===== src/rtl/mc_bus_if_pkg.sv =====
// Shared definitions for the MCU memory-controller bus front end:
// default bus widths, read FSM states and the read-timeout filler word.
package bp_mc_pkg;

    localparam int MC_DATA_WIDTH_DEF = 16;
    localparam int MC_ADD_WIDTH_DEF  = 6;

    localparam logic [15:0] RD_FILL = 16'hDEAD;

    typedef enum logic [2:0] {
        IDLE,
        DRAIN,
        REQ,
        WAIT,
        HOLD
    } rd_state_e;

endpackage


===== src/rtl/mc_bus_if_if.sv =====
// Bus bundle between the MCU pins, the front end and the register file.
// slave = front-end view, master = MCU/register-file (environment) view.
interface mc_bus_if_if
    import bp_mc_pkg::*;
#(
    parameter int MC_DATA_WIDTH = MC_DATA_WIDTH_DEF,
    parameter int MC_ADD_WIDTH  = MC_ADD_WIDTH_DEF
);
    logic                     mc_ce;
    logic                     mc_we;
    logic                     mc_oe;
    logic [MC_ADD_WIDTH-1:0]  mc_add;
    logic [MC_DATA_WIDTH-1:0] mc_data_in;
    logic [MC_DATA_WIDTH-1:0] mc_data_out;
    logic                     mc_data_oe;
    logic                     wr_valid;
    logic                     wr_ready;
    logic [MC_ADD_WIDTH-1:0]  wr_addr;
    logic [MC_DATA_WIDTH-1:0] wr_data;
    logic                     rd_req;
    logic [MC_ADD_WIDTH-1:0]  rd_addr;
    logic [MC_DATA_WIDTH-1:0] rd_data;
    logic                     rd_valid;
    logic                     wr_overflow;
    logic                     ovf_clr;

    modport slave (
        input  mc_ce, mc_we, mc_oe, mc_add, mc_data_in,
        output mc_data_out, mc_data_oe,
        output wr_valid, wr_addr, wr_data,
        input  wr_ready,
        output rd_req, rd_addr,
        input  rd_data, rd_valid,
        output wr_overflow,
        input  ovf_clr
    );

    modport master (
        output mc_ce, mc_we, mc_oe, mc_add, mc_data_in,
        input  mc_data_out, mc_data_oe,
        input  wr_valid, wr_addr, wr_data,
        output wr_ready,
        input  rd_req, rd_addr,
        output rd_data, rd_valid,
        input  wr_overflow,
        output ovf_clr
    );

endinterface


===== src/rtl/mc_bus_if_wr_fifo.sv =====
// First-word-fall-through FIFO of {addr,data} register writes.
// DEPTH must be a power of two so the pointers wrap by natural overflow.
module mc_wr_fifo #(
    parameter int AW    = 6,
    parameter int DW    = 16,
    parameter int DEPTH = 4
) (
    input  logic                       clk_i,
    input  logic                       rst_ni,
    input  logic                       push_i,
    input  logic [AW-1:0]              addr_i,
    input  logic [DW-1:0]              data_i,
    input  logic                       pop_i,
    output logic [AW-1:0]              addr_o,
    output logic [DW-1:0]              data_o,
    output logic                       full_o,
    output logic                       empty_o,
    output logic [$clog2(DEPTH):0]     count_o
);
    localparam int PW = $clog2(DEPTH);

    logic [AW+DW-1:0] mem_q [DEPTH];
    logic [PW-1:0]    wptr_q, rptr_q;
    logic [PW:0]      cnt_q;
    logic             do_push, do_pop;

    assign empty_o = (cnt_q == '0);
    assign full_o  = (cnt_q == (PW+1)'(DEPTH));
    assign count_o = cnt_q;

    // A full FIFO still accepts a push when the head leaves in the same cycle.
    assign do_pop  = pop_i && !empty_o;
    assign do_push = push_i && (!full_o || do_pop);

    assign {addr_o, data_o} = mem_q[rptr_q];

    always_ff @(posedge clk_i) begin
        if (do_push) begin
            mem_q[wptr_q] <= {addr_i, data_i};
        end
    end

    always_ff @(posedge clk_i or negedge rst_ni) begin
        if (!rst_ni) begin
            wptr_q <= '0;
            rptr_q <= '0;
            cnt_q  <= '0;
        end else begin
            if (do_push) wptr_q <= wptr_q + PW'(1);
            if (do_pop)  rptr_q <= rptr_q + PW'(1);
            case ({do_push, do_pop})
                2'b10:   cnt_q <= cnt_q + (PW+1)'(1);
                2'b01:   cnt_q <= cnt_q - (PW+1)'(1);
                default: cnt_q <= cnt_q;
            endcase
        end
    end

endmodule


===== src/rtl/mc_bus_if.sv =====
// MCU parallel-bus slave: strobe synchronisers, buffered writes and in-order reads.
// Define MC_RD_TIMEOUT_EN to return 16'hDEAD when the register file never answers.
module mc_bus_if
    import bp_mc_pkg::*;
#(
    parameter int MC_DATA_WIDTH = MC_DATA_WIDTH_DEF,
    parameter int MC_ADD_WIDTH  = MC_ADD_WIDTH_DEF,
    parameter int FIFO_DEPTH    = 4,
    parameter int RD_TIMEOUT    = 15
) (
    input  logic          clock,
    input  logic          reset,
    mc_bus_if_if.slave    bus
);
    if ((FIFO_DEPTH < 2) || ((FIFO_DEPTH & (FIFO_DEPTH - 1)) != 0) || (RD_TIMEOUT < 2)) begin : g_bad_cfg
        $error("mc_bus_if: FIFO_DEPTH must be a power of two >= 2 and RD_TIMEOUT >= 2");
    end

    logic ce_s1_q, ce_s2_q;
    logic we_s1_q, we_s2_q, we_h_q;
    logic oe_s1_q, oe_s2_q, oe_h_q;

    rd_state_e                state_q, state_d;
    logic [MC_ADD_WIDTH-1:0]  rd_addr_q, rd_addr_d;
    logic [MC_DATA_WIDTH-1:0] data_out_q, data_out_d;
    logic                     ovf_q, ovf_d;

    logic                     fifo_full, fifo_empty, fifo_pop;
    logic [$clog2(FIFO_DEPTH):0] fifo_cnt;
    logic                     wr_accept, wr_drop, rd_start;

    assign wr_accept = we_h_q && !we_s2_q && !ce_s2_q;
    assign rd_start  = oe_h_q && !oe_s2_q && !ce_s2_q;
    assign fifo_pop  = !fifo_empty && bus.wr_ready;
    assign wr_drop   = wr_accept && fifo_full && !fifo_pop;
    assign ovf_d     = wr_drop ? 1'b1 : (bus.ovf_clr ? 1'b0 : ovf_q);

    mc_wr_fifo #(
        .AW    (MC_ADD_WIDTH),
        .DW    (MC_DATA_WIDTH),
        .DEPTH (FIFO_DEPTH)
    ) u_fifo (
        .clk_i   (clock),
        .rst_ni  (reset),
        .push_i  (wr_accept),
        .addr_i  (bus.mc_add),
        .data_i  (bus.mc_data_in),
        .pop_i   (fifo_pop),
        .addr_o  (bus.wr_addr),
        .data_o  (bus.wr_data),
        .full_o  (fifo_full),
        .empty_o (fifo_empty),
        .count_o (fifo_cnt)
    );

    assign bus.wr_valid    = !fifo_empty;
    assign bus.wr_overflow = ovf_q;
    assign bus.rd_req      = (state_q == REQ);
    assign bus.rd_addr     = rd_addr_q;
    assign bus.mc_data_out = data_out_q;
    assign bus.mc_data_oe  = !oe_s2_q && !ce_s2_q;

`ifdef MC_RD_TIMEOUT_EN
    localparam int TW = $clog2(RD_TIMEOUT + 1);
    logic [TW-1:0] tmo_q, tmo_d;
    logic          tmo_expired;

    // Counts clocks since the rd_req cycle, so expiry lands RD_TIMEOUT clocks after it.
    assign tmo_d       = ((state_q == REQ) || (state_q == WAIT)) ? tmo_q + TW'(1) : '0;
    assign tmo_expired = (tmo_q == TW'(RD_TIMEOUT - 1));

    always_ff @(posedge clock or negedge reset) begin
        if (!reset) tmo_q <= '0;
        else        tmo_q <= tmo_d;
    end
`endif

    always_comb begin
        state_d    = state_q;
        rd_addr_d  = rd_addr_q;
        data_out_d = data_out_q;
        case (state_q)
            IDLE: begin
                if (rd_start) begin
                    rd_addr_d = bus.mc_add;
                    // A write accepted this same cycle must land before the read.
                    state_d   = (!fifo_empty || wr_accept) ? DRAIN : REQ;
                end
            end
            DRAIN: begin
                if (oe_s2_q)              state_d = IDLE;
                else if (fifo_cnt == '0)  state_d = REQ;
            end
            REQ: begin
                state_d = oe_s2_q ? IDLE : WAIT;
            end
            WAIT: begin
                if (oe_s2_q) begin
                    state_d = IDLE;
                end else if (bus.rd_valid) begin
                    data_out_d = bus.rd_data;
                    state_d    = HOLD;
                end
`ifdef MC_RD_TIMEOUT_EN
                else if (tmo_expired) begin
                    data_out_d = MC_DATA_WIDTH'(RD_FILL);
                    state_d    = HOLD;
                end
`endif
            end
            HOLD: begin
                if (oe_s2_q) state_d = IDLE;
            end
            default: state_d = IDLE;
        endcase
    end

    always_ff @(posedge clock or negedge reset) begin
        if (!reset) begin
            ce_s1_q    <= 1'b1;
            ce_s2_q    <= 1'b1;
            we_s1_q    <= 1'b1;
            we_s2_q    <= 1'b1;
            we_h_q     <= 1'b1;
            oe_s1_q    <= 1'b1;
            oe_s2_q    <= 1'b1;
            oe_h_q     <= 1'b1;
            state_q    <= IDLE;
            rd_addr_q  <= '0;
            data_out_q <= '0;
            ovf_q      <= 1'b0;
        end else begin
            ce_s1_q    <= bus.mc_ce;
            ce_s2_q    <= ce_s1_q;
            we_s1_q    <= bus.mc_we;
            we_s2_q    <= we_s1_q;
            we_h_q     <= we_s2_q;
            oe_s1_q    <= bus.mc_oe;
            oe_s2_q    <= oe_s1_q;
            oe_h_q     <= oe_s2_q;
            state_q    <= state_d;
            rd_addr_q  <= rd_addr_d;
            data_out_q <= data_out_d;
            ovf_q      <= ovf_d;
        end
    end

endmodule


===== src/flat_wrapper.sv =====
// flat-port wrapper written by rule: the top's interface ports become plain ports
module mc_bus_if_flat import bp_mc_pkg::*;
#(
    parameter int MC_DATA_WIDTH = MC_DATA_WIDTH_DEF,
    parameter int MC_ADD_WIDTH  = MC_ADD_WIDTH_DEF,
    parameter int FIFO_DEPTH    = 4,
    parameter int RD_TIMEOUT    = 15
)
  (clock, reset, bus_mc_ce, bus_mc_we, bus_mc_oe, bus_mc_add, bus_mc_data_in, bus_mc_data_out, bus_mc_data_oe, bus_wr_valid, bus_wr_addr, bus_wr_data, bus_wr_ready, bus_rd_req, bus_rd_addr, bus_rd_data, bus_rd_valid, bus_wr_overflow, bus_ovf_clr);
  mc_bus_if_if #(.MC_DATA_WIDTH(MC_DATA_WIDTH), .MC_ADD_WIDTH(MC_ADD_WIDTH)) bus_i ();
  input  logic clock;
  input  logic reset;
  input wire logic [$bits(bus_i.mc_ce)-1:0] bus_mc_ce;
  input wire logic [$bits(bus_i.mc_we)-1:0] bus_mc_we;
  input wire logic [$bits(bus_i.mc_oe)-1:0] bus_mc_oe;
  input wire logic [$bits(bus_i.mc_add)-1:0] bus_mc_add;
  input wire logic [$bits(bus_i.mc_data_in)-1:0] bus_mc_data_in;
  output wire logic [$bits(bus_i.mc_data_out)-1:0] bus_mc_data_out;
  output wire logic [$bits(bus_i.mc_data_oe)-1:0] bus_mc_data_oe;
  output wire logic [$bits(bus_i.wr_valid)-1:0] bus_wr_valid;
  output wire logic [$bits(bus_i.wr_addr)-1:0] bus_wr_addr;
  output wire logic [$bits(bus_i.wr_data)-1:0] bus_wr_data;
  input wire logic [$bits(bus_i.wr_ready)-1:0] bus_wr_ready;
  output wire logic [$bits(bus_i.rd_req)-1:0] bus_rd_req;
  output wire logic [$bits(bus_i.rd_addr)-1:0] bus_rd_addr;
  input wire logic [$bits(bus_i.rd_data)-1:0] bus_rd_data;
  input wire logic [$bits(bus_i.rd_valid)-1:0] bus_rd_valid;
  output wire logic [$bits(bus_i.wr_overflow)-1:0] bus_wr_overflow;
  input wire logic [$bits(bus_i.ovf_clr)-1:0] bus_ovf_clr;
  assign bus_i.mc_ce = bus_mc_ce;
  assign bus_i.mc_we = bus_mc_we;
  assign bus_i.mc_oe = bus_mc_oe;
  assign bus_i.mc_add = bus_mc_add;
  assign bus_i.mc_data_in = bus_mc_data_in;
  assign bus_mc_data_out = bus_i.mc_data_out;
  assign bus_mc_data_oe = bus_i.mc_data_oe;
  assign bus_wr_valid = bus_i.wr_valid;
  assign bus_wr_addr = bus_i.wr_addr;
  assign bus_wr_data = bus_i.wr_data;
  assign bus_i.wr_ready = bus_wr_ready;
  assign bus_rd_req = bus_i.rd_req;
  assign bus_rd_addr = bus_i.rd_addr;
  assign bus_i.rd_data = bus_rd_data;
  assign bus_i.rd_valid = bus_rd_valid;
  assign bus_wr_overflow = bus_i.wr_overflow;
  assign bus_i.ovf_clr = bus_ovf_clr;
  mc_bus_if #(.MC_DATA_WIDTH(MC_DATA_WIDTH), .MC_ADD_WIDTH(MC_ADD_WIDTH), .FIFO_DEPTH(FIFO_DEPTH), .RD_TIMEOUT(RD_TIMEOUT)) u_core (.clock(clock), .reset(reset), .bus(bus_i));
endmodule

===== config.mk =====
export PLATFORM = sky130hd
export DESIGN_NAME = mc_bus_if_flat
export DESIGN_NICKNAME = d
export VERILOG_FILES = /design/src/rtl/mc_bus_if_pkg.sv /design/src/rtl/mc_bus_if_if.sv /design/src/rtl/mc_bus_if_wr_fifo.sv /design/src/rtl/mc_bus_if.sv /design/src/flat_wrapper.sv
export SDC_FILE = /design/constraint.sdc
export NUM_CORES = 1
export LEC_CHECK = 0
export CORE_ASPECT_RATIO = 0.5
export CORE_UTILIZATION = 35
export DETAILED_ROUTE_END_ITERATION = 12
export HOLD_SLACK_MARGIN = 0.08
export SYNTH_ARGS = -nofsm -noshare
export SYNTH_HDL_FRONTEND = slang
export SYNTH_SLANG_ARGS = --single-unit
export TNS_END_PERCENT = 30

===== constraint.sdc =====
create_clock -name clock -period 6.5 [get_ports clock]
set_input_delay 0.975 -clock clock [delete_from_list [all_inputs] [get_ports clock]]
set_output_delay 0.975 -clock clock [all_outputs]
set_load 0.02 [all_outputs]

Word level (Yosys, flattened, before mapping) --
Memories as Yosys holds them, arrays and structs flattened. Index checks and enable logic that the tools add are counted.
Operators by class: bitwise logic cells 1, mux-type cells 14, add/sub/neg operators 4, reduce and logical (&&, ||, !) cells 25, eq/ne operators 11
Operators with widths (number):
- $mux 3 | 6
- $pmux 3 s5 | 1
- $logic_and 1x1->1 | 10
- $eq 3x2->1 const B | 2
- $eq 3x3->1 const B | 2
- $logic_not 1->1 | 6
- $logic_not 3->1 | 2
- $pmux 3 s2 | 1
- $add 2x1->2 const B | 2
- $mux 1 | 4
- $mux 2 | 2
- $ne 2x1->1 const B | 2
- $reduce_and 4->1 | 1
- $reduce_bool 2->1 | 2
- $add 3x1->3 const B | 1
- $eq 3x1->1 const B | 1
- $ne 3x1->1 const B | 1
- $ne 3x2->1 const B | 1
- $reduce_and 3->1 | 1
- $sub 3x1->3 const B | 1
- $eq 2x1->1 const B | 1
- $eq 2x2->1 const B | 1
- $logic_or 1x1->1 | 2
- $reduce_and 2->1 | 1
- $not 1->1 | 1
Storage, ports and cells: bits in writable memories 88, logic and storage cells 71, input port bits 46, output and inout bits 48, memories 1, bits in registers 41
Memory list:
- u_core.u_fifo.mem_q | depth 4, width 22, rd ports 1, clocked after memory_dff 0, wr ports 1, RTL line mc_bus_if_wr_fifo.sv:22 | logic [AW+DW-1:0] mem_q [DEPTH];

Logic depth before layout (Yosys ltp) --
depth in word-level cells 8, mapped depth 10, depth with buffers taken out 9

Modules after synthesis --
Synthesis repeated with hierarchy kept, for this count alone.
Second synthesis, totals: cell total of the unflattened synthesis 257, area total of the unflattened synthesis 5059.9 sq um
By module, submodules not included:
- mc_wr_fifo | seq. area each 2817.7 sq um, area each 3673.5 sq um, cells an instance 166, times used 1
- mc_bus_if | seq. area each 860.8 sq um, area each 1386.3 sq um, cells an instance 91, times used 1

Worst setup path before layout --
Ideal clock, no wire load.
kind in2reg, start in bus_wr_ready, end reg u_core.u_fifo.cnt_q[2], in the netlist u_core.u_fifo.count_o[2], required time 6421 ps, arrival 2799 ps, setup slack 3622 ps, path buffers 1, stages 10, path through or4b_1 nor2b_1 clkbuf_1 inv_1 ha_1 inv_1 fa_1 xor2_1 nor2_1 xor2_1
Between the ends: longest elaborated chain between the ends 6, elaborated cells between the ends (all ways) 8
RTL lines:
- start, declared | RTL line flat_wrapper.sv:23 | input wire logic [$bits(bus_i.wr_ready)-1:0] bus_wr_ready;
- $logic_and 1x1->1 (*) | RTL line mc_bus_if.sv:34 | assign fifo_pop = !fifo_empty && bus.wr_ready;
- $logic_and 1x1->1 (*) | RTL line mc_bus_if_wr_fifo.sv:32 | assign do_pop = pop_i && !empty_o;
- $logic_or 1x1->1 | RTL line mc_bus_if_wr_fifo.sv:33 | assign do_push = push_i && (!full_o || do_pop);
- $logic_and 1x1->1 | RTL line mc_bus_if_wr_fifo.sv:33
- $eq 2x1->1 or $eq 2x2->1 (tied branches) | RTL line mc_bus_if_wr_fifo.sv:51 | case ({do_push, do_pop})
- $pmux 3 s2 or $reduce_bool 2->1 (tied branches)
- end signal, assigned | RTL line mc_bus_if_wr_fifo.sv:52 | 2'b10: cnt_q <= cnt_q + (PW+1)'(1);
- end signal, assigned | RTL line mc_bus_if_wr_fifo.sv:53 | 2'b01: cnt_q <= cnt_q - (PW+1)'(1);
- end signal, assigned | RTL line mc_bus_if_wr_fifo.sv:54 | default: cnt_q <= cnt_q;
- end, declared | RTL line mc_bus_if_wr_fifo.sv:24 | logic [PW:0] cnt_q;
Every way passes the cells marked *; elsewhere a longest branch is shown, timed or not. A chain may end at the register's enable or synchronous reset.

Final worst setup path --
start reg u_core.u_fifo.rptr_q[1], end out bus_wr_data[12]
Between the ends: longest elaborated chain between the ends 1
RTL lines:
- start, declared | RTL line mc_bus_if_wr_fifo.sv:23 | logic [PW-1:0] wptr_q, rptr_q;
- start signal, assigned | RTL line mc_bus_if_wr_fifo.sv:50 | if (do_pop) rptr_q <= rptr_q + PW'(1);
- $mem_v2 4x22
- end, declared | RTL line flat_wrapper.sv:22 | output wire logic [$bits(bus_i.wr_data)-1:0] bus_wr_data;
Every way passes these cells.

==> flow_summary.yaml <==
logic_synthesis:
  synth_edf_count: 88
  synthFlopType: "edfxtp_1"
  avgSynthCellArea_sq_um: 20.5
  yosysSeqAreaShare: 0.744
  synth_largest_area_cell: "edfxtp_1"
  synth-async-reset-ratio: 0.318
  synthesis.nets: 293
  synth_top_area_frac: 0.535
  synthCells: 241
  synth-seq-cells: 129
  yosysWarnings: 0
  ys_types: 37
  netlist_area_sq_mm: 0.00494
  yosys-top-cells-area: "edfxtp_1 (53%), dfrtp_1 (17%), mux4_2 (10%)"
setup_path:
  start_kind: "flop"
  arrival_ns: 2.49
  crit_path_end_kind: "primary output"
  cp.required_ns: 5.52
  path_class: "reg -> out"
  critPathMaxFanout: 23
finish:
  stdcell_area_sq_mm: 0.00665
  n_fill_cell: 1141
  drive_gt1_frac: 0.246
  diodes: 0
  nNetsFinal: 397
  syn_to_final_growth_pct: 34.4
  fin_util: 0.486
clock_tree:
  numCtsBuffers: 17
  cts_resized: 0
  clkTransAtPathRegs_ns: 0.06
  ctsHoldBuffers: 0
  cts_sinks: 129
  cts_tree: "done"
  clk_latency_ns: 0.41
  cts.path.max_buffers: 2
  cts_setup_buffers: 0
  cts_root_buf: "clkbuf_16"
  htreeDepth: 4
route:
  post-route-drc-count: 0
  initialDrtViolationCount: 107
  vias: 2536
  drtAntennaViolNets: 0
  viasPerCell: 4.61
  routed_wl_mm: 9.33
  wire_per_inst_um: 17.0
  drt_first_pass_iters: 4
timing:
  rsz0062_at_grt: "no"
  whs_ns: 0.355
  clock_skew_ns: 0.0102
  finalCritPeriodShare: 0.534
  slew_violations: 0
  final-setup-viol-count: 0
  fmax_mhz: 288
  period_needed_ns: 3.47
  worstMarginPinSlew_ns: 1.20
  hold_violations: 0
  fin_ws_ns: 3.03
  relSlewSlack: 0.199
  fin_tns_setup_ns: 0
global_route:
  first_global_vias: 2764
  grt_pass1_wl_mm: 14.4
  grt_max_degree: 42
  grt_usage: 0.135
  globalRouteOverflowTotal: 0
  antenna_found_initial: 0
placed_design:
  portBuffers: 93
  dpl_cell_area_sq_mm: 0.00606
  dp_hpwl_mm: 5.88
  pre_cts_ws_ns: 3.02
  gp_congestion: 0.712
pwr:
  p_seq_frac: 0.406
  leakagePower_nw: 2.40
  p_per_area_mw_per_mm2: 394
  p_comb_frac: 0.236
  pwr-share-clk: 0.358
  ir_drop_mv: 0.158
  p_int_mw: 1.88
  p_sw_mw: 0.744
  power_switching_share: 0.284
floorplanning:
  row_count: 30
  core-area_sq_mm: 0.0137
  io_pins: 94
  die_h_um: 86.0
  die-area_sq_mm: 0.0146
  start_util: 0.362
  chipWidth_um: 170
flow_run:
  drv_cap: 0
min_path:
  min_path_type: "reg -> reg"
outcome:
  status: "complete, no violations"
==> worst max-delay path: stages (launching register included) <==
cell             delay, ns
dfrtp_1               1.06
mux4_2                0.40
clkdlybuf4s50_1       0.62
==> final cells by class <==
cell class | count | area, sq um | area share
clock inverter | 14 | 155 | 0.0233
tap | 192 | 240 | 0.0362
multi-input combinational | 96 | 1180 | 0.178
clock buffer | 18 | 429 | 0.0646
inverter | 8 | 30.0 | 0.00452
timing repair buffer | 93 | 926 | 0.139
sequential | 129 | 3680 | 0.554
==> per-layer routing <==
| metal | vias to the layer above | wire, um | global-route usage |
|---|---|---|---|
| met5 | - | 0 | 0 |
| met2 | 49 | 4730 | 0.228 |
| met4 | 0 | 123 | 0.0500 |
| li1 | 1152 | - | - |
| met3 | 13 | 387 | 0.0434 |
| met1 | 1322 | 4100 | 0.165 |
==> synthesized netlist by cell type (2+ instances only) <==
library cell / count
nor4_1: 2
xor2_1: 3
mux2_4: 10
xnor2_1: 3
mux2_2: 12
buf_2: 3
a21oi_1: 2
ha_1: 5
nand2_1: 5
mux4_2: 22
nand4b_1: 2
nor2_1: 4
edfxtp_1: 88
dfrtp_1: 33
inv_1: 8
nor2b_1: 2
dfstp_2: 8
clkbuf_1: 4
o21a_1: 2
and2_1: 6
==> power groups by stage <==
stage                     logic (mW)  clock network [mW]  registers [mW]
after floorplan                0.411                   0            1.02
after global placement         0.615                   0            1.08
after detailed placement       0.626                   0            1.08
after CTS                      0.629               0.953            1.07
after global routing           0.657               0.991            1.08
final                          0.619               0.938            1.06
==> through the flow <==
stage / power, mW / instances
2_1_floorplan: 1.43 / 241
3_3_place_gp: 1.70 / 518
3_5_place_dp: 1.71 / 518
4_1_cts: 2.65 / 550
5_1_grt: 2.73 / 550
6_report: 2.62 / 550
==> cells in the final DEF (no fill, tap or decap), types with 6 or more instances in the layout <==
master,count
and2_1,6
edfxtp_1,88
dfstp_2,8
mux2_2,12
clkbuf_16,17
clkdlybuf4s50_1,92
mux4_2,22
inv_1,8
mux2_4,10
dfrtp_1,32
==> final timing paths <==
path | startpoint | endpoint | slack [ns] | cells past startpoint
max reg2reg | u_core.we_h_q | u_core.u_fifo.mem_q[1][10] | 3.75 | 3
min reg2reg | u_core.we_s1_q | u_core.we_s2_q | 0.35 | 0
max in group asynchronous | reset | u_core.u_fifo.rptr_q[0] | 5.12 | 1
min | u_core.we_s1_q | u_core.we_s2_q | 0.35 | 0
max | u_core.u_fifo.rptr_q[1] | bus_wr_data[12] | 3.03 | 2
min in group asynchronous | reset | u_core.bus.rd_addr[3] | 0.71 | 1
==> kinds of logic (layout without fill, tap and decap cells) <==
kind of cell,count (synthesis),in the layout,share of synthesized area
buf+inv,16,133,0.0162
simple gates,28,28,0.0375
fa+ha+maj,6,6,0.0167
xor+xnor,6,6,0.0106
flops,129,129,0.744
compound gates,11,11,0.0149
mux,45,45,0.160
==> registers in the layout, indices dropped and copies added (netlist names) <==
name,flops
u_core.u_fifo.wptr_q,2
u_core.oe_s2_q,1
u_core.oe_s1_q,1
u_core.u_fifo.rptr_q,2
u_core.u_fifo.mem_q,88
u_core.ce_s1_q,1
u_core.bus.mc_data_out,16
u_core.ce_s2_q,1
u_core.u_fifo.count_o,3
u_core.we_h_q,1
u_core.bus.rd_addr,6
u_core.we_s1_q,1
u_core.we_s2_q,1
u_core.state_q,3
u_core.bus.wr_overflow,1
u_core.oe_h_q,1
(Power assumes the default switching activity.)
